[config.mk]
export PLATFORM = sky130hd
export DESIGN_NAME = instr_queue
export DESIGN_NICKNAME = d
export VERILOG_FILES = /design/src/rtl/instr_queue.sv
export SDC_FILE = /design/constraint.sdc
export NUM_CORES = 1
export LEC_CHECK = 0
export ABC_AREA = 1
export BUFFER_PORTS_ARGS = -buffer_cell sky130_fd_sc_hd__buf_2
export CORE_MARGIN = 4
export CORE_UTILIZATION = 34
export CTS_BUF_LIST = sky130_fd_sc_hd__clkbuf_8
export DETAILED_ROUTE_END_ITERATION = 8
export SYNTH_ARGS = -nofsm -noshare
export SYNTH_HDL_FRONTEND = slang
export SYNTH_SLANG_ARGS = --single-unit
[constraint.sdc]
create_clock -name clk -period 8.3 [get_ports clk]
set_input_delay 1.66 -clock clk [delete_from_list [all_inputs] [get_ports clk]]
set_output_delay 1.66 -clock clk [all_outputs]
set_load 0.005 [all_outputs]
[src/rtl/instr_queue.sv]
`default_nettype none
// ============================================================================
//  Module      : instr_queue
//  Description : Instruction buffer between fetch and decode. Holds up to
//                DEPTH fetched instructions with their PC and branch_id in
//                FIFO order, with valid/ready handshakes on both sides, a
//                full flush on redirect, and combinational RV32I field and
//                immediate extraction of the head entry.
//  Revision    : 1.0 - initial release
// ============================================================================
module instr_queue #(
    parameter int DEPTH = 4,
    parameter int BID_W = 3
) (
    input  logic                     clk,
    input  logic                     rst,
    input  logic                     flush,

    // Fetch side
    input  logic                     enq_valid,
    output logic                     enq_ready,
    input  logic [31:0]              enq_instr,
    input  logic [31:0]              enq_pc,
    input  logic [BID_W-1:0]         enq_bid,

    // Decode side
    output logic                     deq_valid,
    input  logic                     deq_ready,
    output logic [31:0]              deq_instr,
    output logic [31:0]              deq_pc,
    output logic [BID_W-1:0]         deq_bid,
    output logic [$clog2(DEPTH):0]   count,

    // Head-entry decode fields
    output logic [6:0]               opcode,
    output logic [2:0]               funct3,
    output logic [6:0]               funct7,
    output logic [4:0]               rs1,
    output logic [4:0]               rs2,
    output logic [4:0]               rd,
    output logic [31:0]              i_imm,
    output logic [31:0]              s_imm,
    output logic [31:0]              b_imm,
    output logic [31:0]              u_imm,
    output logic [31:0]              j_imm
);

    // Index width and pointer width (one extra wrap bit distinguishes
    // full from empty when the index bits are equal).
    localparam int AW    = $clog2(DEPTH);
    localparam int PTR_W = AW + 1;

    // ------------------------------------------------------------------
    // Storage and pointers
    // ------------------------------------------------------------------
    logic [31:0]      instr_q [DEPTH];
    logic [31:0]      pc_q    [DEPTH];
    logic [BID_W-1:0] bid_q   [DEPTH];

    logic [PTR_W-1:0] head_q, head_d;
    logic [PTR_W-1:0] tail_q, tail_d;

    logic [AW-1:0]    w_head_idx;
    logic [AW-1:0]    w_tail_idx;
    logic [PTR_W-1:0] w_count;
    logic             w_full;
    logic             w_empty;
    logic             w_enq_fire;
    logic             w_deq_fire;
    logic [31:0]      w_head_instr;

    assign w_head_idx = head_q[AW-1:0];
    assign w_tail_idx = tail_q[AW-1:0];

    // Occupancy is the pointer difference; modular arithmetic on PTR_W bits
    // handles the wrap bit naturally for power-of-two depths.
    assign w_count = tail_q - head_q;
    assign w_full  = (w_count == PTR_W'(DEPTH));
    assign w_empty = (w_count == '0);

    // Ready is independent of deq_ready: no combinational path from decode
    // back to fetch, at the cost of refusing enqueue when full even if the
    // head is leaving this cycle.
    assign enq_ready  = !w_full && !flush;
    assign deq_valid  = !w_empty && !flush;

    assign w_enq_fire = enq_valid && enq_ready;
    assign w_deq_fire = deq_valid && deq_ready;

    assign count      = w_count;

    // Pointer next-state: flush collapses both pointers to zero, otherwise
    // each advances on its own handshake.
    always_comb begin
        head_d = head_q;
        tail_d = tail_q;
        if (flush) begin
            head_d = '0;
            tail_d = '0;
        end else begin
            if (w_enq_fire) begin
                tail_d = tail_q + PTR_W'(1);
            end
            if (w_deq_fire) begin
                head_d = head_q + PTR_W'(1);
            end
        end
    end

    // Pointer registers.
    always_ff @(posedge clk) begin
        if (rst) begin
            head_q <= '0;
            tail_q <= '0;
        end else begin
            head_q <= head_d;
            tail_q <= tail_d;
        end
    end

    // Entry storage: reset clears every entry so the head reads zero out of
    // reset; flush deliberately leaves contents untouched.
    always_ff @(posedge clk) begin
        if (rst) begin
            for (int e = 0; e < DEPTH; e++) begin
                instr_q[e] <= '0;
                pc_q[e]    <= '0;
                bid_q[e]   <= '0;
            end
        end else if (w_enq_fire) begin
            instr_q[w_tail_idx] <= enq_instr;
            pc_q[w_tail_idx]    <= enq_pc;
            bid_q[w_tail_idx]   <= enq_bid;
        end
    end

    // ------------------------------------------------------------------
    // Head entry presentation (not gated by deq_valid; decode qualifies)
    // ------------------------------------------------------------------
    assign w_head_instr = instr_q[w_head_idx];
    assign deq_instr    = w_head_instr;
    assign deq_pc       = pc_q[w_head_idx];
    assign deq_bid      = bid_q[w_head_idx];

    // RV32I field slicing and immediate sign extension of the head word.
    always_comb begin
        opcode = w_head_instr[6:0];
        funct3 = w_head_instr[14:12];
        funct7 = w_head_instr[31:25];
        rs1    = w_head_instr[19:15];
        rs2    = w_head_instr[24:20];
        rd     = w_head_instr[11:7];

        i_imm  = {{21{w_head_instr[31]}}, w_head_instr[30:20]};
        s_imm  = {{21{w_head_instr[31]}}, w_head_instr[30:25],
                  w_head_instr[11:7]};
        b_imm  = {{20{w_head_instr[31]}}, w_head_instr[7],
                  w_head_instr[30:25], w_head_instr[11:8], 1'b0};
        u_imm  = {w_head_instr[31:12], 12'h000};
        j_imm  = {{12{w_head_instr[31]}}, w_head_instr[19:12],
                  w_head_instr[20], w_head_instr[30:21], 1'b0};
    end

endmodule
`default_nettype wire

==> key figures <==
GRT
  – Largest net degree at the start of global routing: 97
  – Gr ovfl total: 0
  – First-pass GRT wire length: 50000 um
  – Initial antenna violation count: 2
  – Global-route usage over all layers: 15.1%
  – Vias in the first global route: 8857

Setup path
  – Worst EP required: 6.64 ns
  – Crit Path Max Fanout: 96
  – CP arrival: 3.24 ns
  – Critical Path End Type: output port
  – Worst Setup Path Type: register to output port
  – Startpoint Class: register

Logic synthesis
  – Synth Instances: 1288
  – Average size of a mapped cell: 10.3 sq um
  – #FFs+latches synth: 276
  – Post-synth top area share: 60.4%
  – Sequential share of the synthesized area: 61.6%
  – Biggest area consumer among synthesized cells: edfxtp_1
  – Top cells by area, synth: edfxtp_1 (60%), buf_4 (11%), nor2_1 (9.5%)
  – Netlist cell types: 23
  – Post-synthesis cell area: 0.0133 sq mm
  – Number of synthesis warnings: 0

Pwr
  – VDD IR max: 0.115 mV
  – P_leak: 0.00642 uW
  – Pwr Density: 197 mW/mm^2

Routing
  – DR iter-0 viols: 600
  – DRC: 0
  – Detailed Routing Iterations Pass 1: 5
  – Antenna Nets Post-Route: 0
  – WL/cell: 17.3 um
  – Vias/cell: 4.76
  – DR vias: 9343
  – Post-Route WL: 33900 um

Clock network
  – Reg clk slew, reported paths: 0.06 ns
  – Clk_lat worst skew: 0.54 ns
  – Hold_buf cts: 0
  – Inserted Clock Buffers: 46
  – H-Tree Level Count: 2
  – Post-CTS Resized: 0
  – Setup Fix Bufs, Post-CTS: 0
  – Clk root buf: clkbuf_8
  – Max Root-Sink Buffers: 3
  – CTS tree: done
  – Clk sinks: 276

Place
  – Place WS: 3.52 ns
  – Hpwl dp: 20000 um
  – GP Congestion: 0.754
  – IO buf count: 321

Finish
  – Final Net Count: 1485
  – Layout cells sized above 1: 27.8%
  – Most frequent cells in the layout: nor2_1 (338), buf_2 (321), edfxtp_1 (268)
  – Area grow syn2layout: 11.0%
  – Most common cell after layout, fill and taps aside: nor2_1

Flow run
  – Max cap viols: 0

Floorplanning
  – Die Y: 206 um
  – Die W: 206 um
  – # IOs: 336
  – FP Rows: 72
  – Core ar.: 0.0386 sq mm
  – Initial Util: 34.5%
  – Die ar.: 0.0424 sq mm

Timing
  – Final Hold Fails: 0
  – Relative slew margins: 28.4%
  – Setup total negative slack: 0 ns
  – Clock Skews: 0.0163 ns
  – Period utilization: 59.1%
  – Unrepaired setup endpoints after global routing: false
  – Tmin final: 4.90 ns
  – Worst-margin pin slew: 1.07 ns
  – Final Slew Violations: 0
  – Final Worst Setup Slack: 3.40 ns
  – Final setup viols: 0
  – Fmax: 204 MHz

Min path
  – Hold Path Class: register to register

Outcome
  – Outcome: finished clean
Yosys cell counts, drive strengths merged:
library cell,instances
nor2,339
edfxtp,268
buf,206
o21ai,136
inv,83
nor3,67
o22ai,67
clkbuf,64
nand2,21
nand3,13
dfxtp,8
a21oi,6
ha,3
nand4,2
xor2,2
clkinv,1
conb,1
fa,1
final timing paths:
kind | slack [ns] | start | end | cells after the start
worst max-delay path | 3.40 | register | b_imm[12] | 5
worst min-delay path | 0.50 | tail_q[1]$_SDFFE_PP0P_ | tail_q[1]$_SDFFE_PP0P_ | 2
worst max register to register | 3.94 | tail_q[0]$_SDFFE_PP0P_ | pc_q[0][29]$_SDFFCE_PN0P_ | 12
worst min register to register | 0.50 | tail_q[1]$_SDFFE_PP0P_ | tail_q[1]$_SDFFE_PP0P_ | 2
flip-flops by register name (all words and copies together) (netlist names), named ones only:
signal / cells
bid_q: 12
tail_q: 3
instr_q: 128
head_q: 3
pc_q: 128
where the power goes:
| part | internal, uW | switching, uW |
|---|---|---|
| logic | 87.0 | 163 |
| clock network | 526 | 528 |
| registers | 1590 | 15.3 |
| total | 2200 | 706 |
critical path, stage by stage (launching register included):
cell,delay [ns]
dfxtp_4,0.62
buf_4,0.82
o21ai_0,0.32
o22ai_4,0.22
buf_4,0.44
buf_2,0.21
metal layers:
metal	vias to the layer above	GRT usage, %	part of all wire (%)
li1	4420	-	-
met5	-	0	0.029
met4	2	3.54	1.7
met3	54	2.71	7.3
met1	4511	19.4	41
met2	356	26.6	50
stage by stage:
stage	instances	utilization [%]	total power [uW]	hold slack (ns)	cell area, sq um
after floorplan	1301	-	1840	0.462	13400
after global placement	1879	36.2	1890	0.480	14000
after detailed placement	1879	36.2	1890	0.490	14000
after CTS	1963	38.2	2950	0.498	14800
after global routing	1963	38.2	3050	0.540	14800
final	1964	38.2	2910	0.502	14800
layout make-up:
type / count / area (sq um)
fillers: 3810 / 23900
flip-flops and latches: 276 / 8210
multi-input cells: 671 / 3120
repair buffers: 330 / 1670
well taps: 518 / 648
clock buffers: 47 / 647
inverters: 84 / 319
clock inverters: 37 / 151
diodes: 1 / 2.50
logic make-up (layout without fill, tap and decap cells):
family	Yosys count	count (layout)	synth area share (%)
simple gates	442	442	13.5
buf+inv	354	498	15.8
flops	276	276	61.6
compound gates	209	209	8.49
fa+ha+maj	4	4	0.432
xor+xnor	2	2	0.132
other cells	1	15	0.0282
(Power assumes the default switching activity.)
